## src/rtl/axi_slave_wr_pkg.sv

```systemverilog
// Shared types and constants for the AXI4 slave write responder.
package axi_slave_wr_pkg;

  typedef enum logic [1:0] {
    BURST_FIXED = 2'b00,
    BURST_INCR  = 2'b01,
    BURST_WRAP  = 2'b10
  } burst_t;

  typedef enum logic [1:0] {
    IDLE,
    DATA,
    RESP
  } wr_state_t;

  localparam logic [1:0] RESP_OKAY   = 2'b00;
  localparam logic [1:0] RESP_SLVERR = 2'b10;
  localparam logic [2:0] SIZE_WORD   = 3'b010;

  // A burst is unserviceable unless it is word-sized, word-aligned FIXED/INCR.
  function automatic logic aw_is_bad(input logic [2:0] size,
                                     input logic [1:0] burst,
                                     input logic [1:0] addr_lsb);
    return (size != SIZE_WORD) ||
           !((burst == BURST_FIXED) || (burst == BURST_INCR)) ||
           (addr_lsb != 2'b00);
  endfunction

endpackage

```

## src/rtl/axi_slave_wr_if.sv

```systemverilog
// AW/W/B channel bundle between the interconnect slave port and the responder.
interface axi_slave_wr_if #(
  parameter int IDS_BITS  = 8,
  parameter int ADDR_BITS = 32,
  parameter int DATA_BITS = 32,
  parameter int LEN_BITS  = 4
) ();
  logic [IDS_BITS-1:0]    AWID_S;
  logic [ADDR_BITS-1:0]   AWADDR_S;
  logic [LEN_BITS-1:0]    AWLEN_S;
  logic [2:0]             AWSIZE_S;
  logic [1:0]             AWBURST_S;
  logic                   AWVALID_S;
  logic                   AWREADY_S;
  logic [DATA_BITS-1:0]   WDATA_S;
  logic [DATA_BITS/8-1:0] WSTRB_S;
  logic                   WLAST_S;
  logic                   WVALID_S;
  logic                   WREADY_S;
  logic [IDS_BITS-1:0]    BID_S;
  logic [1:0]             BRESP_S;
  logic                   BVALID_S;
  logic                   BREADY_S;

  modport master (
    output AWID_S, AWADDR_S, AWLEN_S, AWSIZE_S, AWBURST_S, AWVALID_S,
    output WDATA_S, WSTRB_S, WLAST_S, WVALID_S, BREADY_S,
    input  AWREADY_S, WREADY_S, BID_S, BRESP_S, BVALID_S
  );

  modport slave (
    input  AWID_S, AWADDR_S, AWLEN_S, AWSIZE_S, AWBURST_S, AWVALID_S,
    input  WDATA_S, WSTRB_S, WLAST_S, WVALID_S, BREADY_S,
    output AWREADY_S, WREADY_S, BID_S, BRESP_S, BVALID_S
  );
endinterface

```

## src/rtl/axi_burst_addr_gen.sv

```systemverilog
// Current word address of the active burst: loaded at AW accept, stepped per beat.
module axi_burst_addr_gen
  import axi_slave_wr_pkg::*;
#(
  parameter int MEM_ADDR_BITS = 14
) (
  input  logic                     clk,
  input  logic                     rstn,
  input  logic                     load,
  input  logic [MEM_ADDR_BITS-1:0] start_addr,
  input  burst_t                   burst,
  input  logic                     advance,
  output logic [MEM_ADDR_BITS-1:0] addr
);

  localparam logic [MEM_ADDR_BITS-1:0] ADDR_STEP = 1;

  burst_t burst_q;

  // Load on AW accept; INCR steps one word per beat and wraps naturally, FIXED holds.
  // NOTE: registered state uses <= so every flop samples pre-edge values; = here would create order-dependent races.
  always_ff @(posedge clk) begin
    if (!rstn) begin
      addr    <= '0;
      burst_q <= BURST_FIXED;
    end else if (load) begin
      addr    <= start_addr;
      burst_q <= burst;
    end else if (advance && (burst_q == BURST_INCR)) begin
      addr    <= addr + ADDR_STEP;
    end
  end

endmodule

```

## src/rtl/axi_slave_wr.sv

```systemverilog
// AXI4 slave write responder: one burst at a time, each beat becomes a word write.
module axi_slave_wr
  import axi_slave_wr_pkg::*;
#(
  parameter int IDS_BITS      = 8,
  parameter int ADDR_BITS     = 32,
  parameter int DATA_BITS     = 32,
  parameter int LEN_BITS      = 4,
  parameter int MEM_ADDR_BITS = 14
) (
  input  logic                     clk,
  input  logic                     rstn,
  axi_slave_wr_if.slave            bus,
  output logic                     mem_we,
  output logic [DATA_BITS/8-1:0]   mem_wmask,
  output logic [MEM_ADDR_BITS-1:0] mem_addr,
  output logic [DATA_BITS-1:0]     mem_wdata
);

  localparam logic [LEN_BITS-1:0] COUNT_STEP = 1;

  wr_state_t           state;
  logic [LEN_BITS-1:0] count;
  logic [LEN_BITS-1:0] len_q;
  logic [IDS_BITS-1:0] id_q;
  logic                err;

  logic aw_hs;
  logic w_hs;
  logic last_beat;
  logic len_mismatch;
  logic unused_addr_bits;

  assign aw_hs        = bus.AWVALID_S & bus.AWREADY_S;
  assign w_hs         = bus.WVALID_S & bus.WREADY_S;
  assign last_beat    = bus.WLAST_S | (count == len_q);
  assign len_mismatch = bus.WLAST_S ^ (count == len_q);

  // Only the word-address window of AWADDR reaches the memory port.
  assign unused_addr_bits = &{1'b0, bus.AWADDR_S[ADDR_BITS-1:MEM_ADDR_BITS+2]};

  // Beats are written in the handshake cycle; errored bursts are drained without writing.
  assign mem_we    = w_hs & ~err;
  assign mem_wmask = mem_we ? bus.WSTRB_S : '0;
  assign mem_wdata = bus.WDATA_S;

  axi_burst_addr_gen #(
    .MEM_ADDR_BITS(MEM_ADDR_BITS)
  ) u_addr_gen (
    .clk       (clk),
    .rstn      (rstn),
    .load      (aw_hs),
    .start_addr(bus.AWADDR_S[MEM_ADDR_BITS+1:2]),
    .burst     (burst_t'(bus.AWBURST_S)),
    .advance   (w_hs),
    .addr      (mem_addr)
  );

  // Burst FSM with registered channel handshakes and response.
  always_ff @(posedge clk) begin
    if (!rstn) begin
      state         <= IDLE;
      count         <= '0;
      len_q         <= '0;
      id_q          <= '0;
      err           <= 1'b0;
      bus.AWREADY_S <= 1'b1;
      bus.WREADY_S  <= 1'b0;
      bus.BVALID_S  <= 1'b0;
      bus.BID_S     <= '0;
      bus.BRESP_S   <= RESP_OKAY;
    end else begin
      case (state)
        IDLE: begin
          if (aw_hs) begin
            id_q          <= bus.AWID_S;
            len_q         <= bus.AWLEN_S;
            count         <= '0;
            err           <= aw_is_bad(bus.AWSIZE_S, bus.AWBURST_S, bus.AWADDR_S[1:0]);
            bus.AWREADY_S <= 1'b0;
            bus.WREADY_S  <= 1'b1;
            state         <= DATA;
          end
        end
        DATA: begin
          if (w_hs) begin
            if (last_beat) begin
              err          <= err | len_mismatch;
              bus.WREADY_S <= 1'b0;
              bus.BVALID_S <= 1'b1;
              bus.BID_S    <= id_q;
              bus.BRESP_S  <= (err | len_mismatch) ? RESP_SLVERR : RESP_OKAY;
              state        <= RESP;
            end else begin
              count <= count + COUNT_STEP;
            end
          end
        end
        RESP: begin
          if (bus.BREADY_S) begin
            bus.BVALID_S  <= 1'b0;
            bus.AWREADY_S <= 1'b1;
            state         <= IDLE;
          end
        end
        default: state <= IDLE;
      endcase
    end
  end

endmodule

```

## src/flat_wrapper.sv

```systemverilog
// flat-port wrapper written by rule: the top's interface ports become plain ports
module axi_slave_wr_flat import axi_slave_wr_pkg::*;
#(
  parameter int IDS_BITS      = 8,
  parameter int ADDR_BITS     = 32,
  parameter int DATA_BITS     = 32,
  parameter int LEN_BITS      = 4,
  parameter int MEM_ADDR_BITS = 14
)
  (clk, rstn, mem_we, mem_wmask, mem_addr, mem_wdata, bus_AWID_S, bus_AWADDR_S, bus_AWLEN_S, bus_AWSIZE_S, bus_AWBURST_S, bus_AWVALID_S, bus_WDATA_S, bus_WSTRB_S, bus_WLAST_S, bus_WVALID_S, bus_BREADY_S, bus_AWREADY_S, bus_WREADY_S, bus_BID_S, bus_BRESP_S, bus_BVALID_S);
  axi_slave_wr_if #(.IDS_BITS(IDS_BITS), .ADDR_BITS(ADDR_BITS), .DATA_BITS(DATA_BITS), .LEN_BITS(LEN_BITS)) bus_i ();
  input  logic clk;
  input  logic rstn;
  output logic mem_we;
  output logic [DATA_BITS/8-1:0] mem_wmask;
  output logic [MEM_ADDR_BITS-1:0] mem_addr;
  output logic [DATA_BITS-1:0] mem_wdata;
  input wire logic [$bits(bus_i.AWID_S)-1:0] bus_AWID_S;
  input wire logic [$bits(bus_i.AWADDR_S)-1:0] bus_AWADDR_S;
  input wire logic [$bits(bus_i.AWLEN_S)-1:0] bus_AWLEN_S;
  input wire logic [$bits(bus_i.AWSIZE_S)-1:0] bus_AWSIZE_S;
  input wire logic [$bits(bus_i.AWBURST_S)-1:0] bus_AWBURST_S;
  input wire logic [$bits(bus_i.AWVALID_S)-1:0] bus_AWVALID_S;
  input wire logic [$bits(bus_i.WDATA_S)-1:0] bus_WDATA_S;
  input wire logic [$bits(bus_i.WSTRB_S)-1:0] bus_WSTRB_S;
  input wire logic [$bits(bus_i.WLAST_S)-1:0] bus_WLAST_S;
  input wire logic [$bits(bus_i.WVALID_S)-1:0] bus_WVALID_S;
  input wire logic [$bits(bus_i.BREADY_S)-1:0] bus_BREADY_S;
  output wire logic [$bits(bus_i.AWREADY_S)-1:0] bus_AWREADY_S;
  output wire logic [$bits(bus_i.WREADY_S)-1:0] bus_WREADY_S;
  output wire logic [$bits(bus_i.BID_S)-1:0] bus_BID_S;
  output wire logic [$bits(bus_i.BRESP_S)-1:0] bus_BRESP_S;
  output wire logic [$bits(bus_i.BVALID_S)-1:0] bus_BVALID_S;
  assign bus_i.AWID_S = bus_AWID_S;
  assign bus_i.AWADDR_S = bus_AWADDR_S;
  assign bus_i.AWLEN_S = bus_AWLEN_S;
  assign bus_i.AWSIZE_S = bus_AWSIZE_S;
  assign bus_i.AWBURST_S = bus_AWBURST_S;
  assign bus_i.AWVALID_S = bus_AWVALID_S;
  assign bus_i.WDATA_S = bus_WDATA_S;
  assign bus_i.WSTRB_S = bus_WSTRB_S;
  assign bus_i.WLAST_S = bus_WLAST_S;
  assign bus_i.WVALID_S = bus_WVALID_S;
  assign bus_i.BREADY_S = bus_BREADY_S;
  assign bus_AWREADY_S = bus_i.AWREADY_S;
  assign bus_WREADY_S = bus_i.WREADY_S;
  assign bus_BID_S = bus_i.BID_S;
  assign bus_BRESP_S = bus_i.BRESP_S;
  assign bus_BVALID_S = bus_i.BVALID_S;
  axi_slave_wr #(.IDS_BITS(IDS_BITS), .ADDR_BITS(ADDR_BITS), .DATA_BITS(DATA_BITS), .LEN_BITS(LEN_BITS), .MEM_ADDR_BITS(MEM_ADDR_BITS)) u_core (.clk(clk), .rstn(rstn), .bus(bus_i), .mem_we(mem_we), .mem_wmask(mem_wmask), .mem_addr(mem_addr), .mem_wdata(mem_wdata));
endmodule
```

## config.mk

```make
export PLATFORM = sky130hd
export DESIGN_NAME = axi_slave_wr_flat
export DESIGN_NICKNAME = d
export VERILOG_FILES = /design/src/rtl/axi_slave_wr_pkg.sv /design/src/rtl/axi_slave_wr_if.sv /design/src/rtl/axi_burst_addr_gen.sv /design/src/rtl/axi_slave_wr.sv /design/src/flat_wrapper.sv
export SDC_FILE = /design/constraint.sdc
export NUM_CORES = 1
export LEC_CHECK = 0
export ABC_AREA = 1
export CAP_MARGIN = 10
export CORE_MARGIN = 5
export CORE_UTILIZATION = 40
export CTS_BUF_LIST = sky130_fd_sc_hd__clkbuf_4
export CTS_CLUSTER_DIAMETER = 120
export CTS_CLUSTER_SIZE = 28
export DETAILED_ROUTE_END_ITERATION = 12
export GPL_TIMING_DRIVEN = 0
export PLACE_DENSITY = 0.83
export SYNTH_ARGS = -nofsm -noshare
export SYNTH_HDL_FRONTEND = slang
export SYNTH_HIERARCHICAL = 1
export SYNTH_SLANG_ARGS = --single-unit
export TNS_END_PERCENT = 5
```

## constraint.sdc

```tcl
create_clock -name clk -period 1.6 [get_ports clk]
set_input_delay 0.24 -clock clk [delete_from_list [all_inputs] [get_ports clk]]
set_output_delay 0.24 -clock clk [all_outputs]
set_load 0.02 [all_outputs]
```

==> run_results.csv <==
group,metric,value,unit
clock_network,cts_tree,"yes",
timing,rsz0062_at_grt,"yes",
power,internal_power,0.001908,W
timing,setup_viol,0,
detailed_routing,final_antenna_net_count,0,
die,core_area,6719,sq um
detailed_routing,wl_met2,3.852,mm
clock_network,clock_sinks,47,
clock_network,h-tree-depth,2,
power,leakagePower,1.795,nW
detailed_routing,met1_length,3.015,mm
detailed_routing,route.detailed.drc,0,
timing,clock_skew,0.01615,ns
yosys,synth_nets,487,
place,dp_hpwl,5.998,mm
finish,antenna_cells,0,
yosys,synth_seq_cells,47,
timing,drv_slew,0,
yosys,yosysSeqAreaShare,34.50,%
finish,area_delta_synth_final,45.73,%
clock_network,numCtsBuffers,5,
power,p_sw_share,34.66,%
clock_network,insertion_delay,0.37,ns
die,die_x,92.58,microns
grt,antenna_found_initial,0,
place,gp_congestion,0.8815,
die,io_pins,155,
detailed_routing,route.met3.wl,676,microns
clock_network,path_clk_slew,0.16,ns
yosys,synth_edf_count,0,
yosys,syn_area,2728,sq um
grt,grt-ovfl-total,0,
timing,worst_pin_slew,0.5814,ns
power,power.share.clock,22.3,%
flow_run,drv_cap,0,
yosys,synth_top_family_by_area,"simple AND/OR/NAND/NOR gates",
power,finalPower,0.002920,W
yosys,synth_compound_area_share,14.50,%
die,start_util,40.60,%
finish,final_common_cell,"clkdlybuf4s50_1",
setup_path,cp_max_fo,4,
grt,grt_max_degree,19,
finish,drive_above_1_share,19.53,%
die,die_area,8570,sq um
finish,finalNetCount,600,
power,p_seq_share,46.3,%
timing,hold_viol,0,
die,die_y,92.58,microns
worst_hold_path,hp-class,"primary input to flop",
yosys,muxShareOfSynthArea,0,%
yosys,yosys.cell_types.count,33,
power,switchingPower,0.001012,W
yosys,syn_inst,393,
detailed_routing,drtIter0Drc,52,
power,combPwrFrac,31.4,%
setup_path,arrival,1.28,ns
detailed_routing,top_layer,"met4",
detailed_routing,vias_per_cell,4.744,
yosys,synth_top_flop_cell,"dfxtp_1",
finish,layout_common_cells,"clkdlybuf4s50_1, nand2_1, nor2_1",
setup_path,critPathLaunchType,"flop",
yosys,synth_fa_ha_area_share,1.376,%
detailed_routing,wl,7.610,mm
timing,holdWs,0.4152,ns
yosys,syn_avg_cell_area,6.940,sq um
yosys,yosys.area_share.simple,28.26,%
setup_path,crit_required,1.36,ns
yosys,ys_async_sr_fraction,0,%
grt,grtUsageTotal,17.55,%
clock_network,cts_root_buf,"clkbuf_4",
power,ir_drop,0.4617,mV
detailed_routing,wl_per_cell,12.96,microns
clock_network,clockBufferDepth,2,
grt,grt_pass1_wl,12.45,mm
status,outcome,"finished clean",
yosys,synth_xor_area_share,1.606,%
timing,max_freq,0.6577,GHz
setup_path,path_class,"flop to primary output",
timing,max_slew_margin,61.24,%
setup_path,end_kind,"primary output",
timing,finalCritPeriodShare,95.02,%
yosys,yosysWarnings,6,
power,power_density,734.6,nW/um^2
grt,grt_pass1_vias,2808,
detailed_routing,dr.pass1.iters,4,
timing,min_period,1.520,ns
detailed_routing,via_count,2785,
place,placement.io_buffers,105,
finish,fillerInstances,623,
die,rows,30,
layout make-up:
cell class / count / area, sq um / share of cell area [%]
multi-input combinational: 255 / 1292 / 32.51
sequential: 47 / 955.9 / 24.05
inverter: 45 / 173.9 / 4.375
clock buffer: 5 / 37.54 / 0.9443
buffer: 46 / 361.6 / 9.097
clock inverter: 3 / 28.78 / 0.7240
tap: 80 / 100.1 / 2.518
timing repair buffer: 106 / 1025 / 25.78
what timing repair did:
action / 4_1_cts / 5_1_grt
hold buffers: 0 / 0
buffers inserted: 0 / 1
resized for setup: 46 / 27
endpoints found under the setup margin: 40 / 28
pin swaps: 0 / 4
power by group through the flow:
stage | combinational (W) | clock (W) | sequential, W
floorplan | 0.000509 | 0 | 0.00140
global placement | 0.000893 | 0 | 0.00137
detailed placement | 0.000912 | 0 | 0.00137
CTS | 0.000894 | 0.000666 | 0.00135
global route | 0.00101 | 0.000713 | 0.00137
finish | 0.000916 | 0.000651 | 0.00135
layer usage:
layer / global-route usage [%] / up-vias
met5: 0 / -
met3: 5.443 / 6
li1: - / 1434
met1: 19.22 / 1251
met4: 4.208 / 0
met2: 32.69 / 94
cell usage after synthesis, types with 2 or more instances:
master    instances  area, sq um
nand3b_1          2        15.01
o21ai_0          31        155.2
nand4_1           6        37.54
buf_4            35        262.8
ha_1              3        37.54
nor2_1           60        225.2
nand3_1          14        70.07
nand2_2           3        18.77
dfxtp_1          47        940.9
inv_1            41        153.9
a21oi_2           3        26.28
o21ai_1           4        20.02
inv_2             2        7.510
a31oi_1           2        12.51
a21oi_1          30        150.1
clkbuf_1          3        11.26
nand3_2           4        40.04
xnor2_1           5        43.79
o211ai_1          2        15.01
nor2_2            4        25.02
nor2_4            4        45.04
nand2_1          72        270.3
buf_6             6        67.56
critical path, cell delays in order (launching register included):
cell	delay, ns
dfxtp_2	0.37
nand2_2	0.09
nor2_4	0.12
dlygate4sd2_1	0.34
flip-flops by register name, summed over array words and instances (netlist names):
name,count
u_core/bus.AWREADY_S,1
u_core/bus.BID_S,8
u_core/bus.BRESP_S,1
u_core/bus.BVALID_S,1
u_core/bus.WREADY_S,1
u_core/count,4
u_core/err,1
u_core/id_q,8
u_core/len_q,4
u_core/state,2
u_core/u_addr_gen/addr,14
u_core/u_addr_gen/burst_q,2
cells by family after synthesis:
group	after synthesis
AOI/OAI and AO/OA	74
xor gates and xnor gates	5
adders and majority gates	3
buffers and inverters	91
DFF	47
other	1
and+or+nand+nor	172
path summary, 6_finish.rpt:
check,startpoint,end,slack [ns],depth (start not counted)
setup reg to reg,u_core/count[2],u_core/bus.BVALID_S,0.08,8
hold / removal,bus_AWADDR_S[3],u_core/u_addr_gen/addr[1],0.42,3
hold reg to reg,u_core/bus.BID_S[6],u_core/bus.BID_S[6],0.46,2
setup / recovery,u_core/bus.WREADY_S,mem_we,0.08,3
stage by stage:
stage | setup TNS, ns | setup slack [ns] | cell area, sq um | utilization, % | std cells
after detailed placement | -3.993 | -0.4037 | 3879 | 57.73 | 578
after CTS | 0 | 0.0002421 | 3910 | 58.19 | 586
after global placement | -3.285 | -0.3753 | 3879 | 57.73 | 578
after global routing | -0.1121 | -0.03527 | 3975 | 59.16 | 587
after floorplan | 0 | 0.01031 | 2728 | - | 393
final | 0 | 0.07963 | 3975 | 59.16 | 587
No activity file was read; power rests on OpenSTA's default activity.
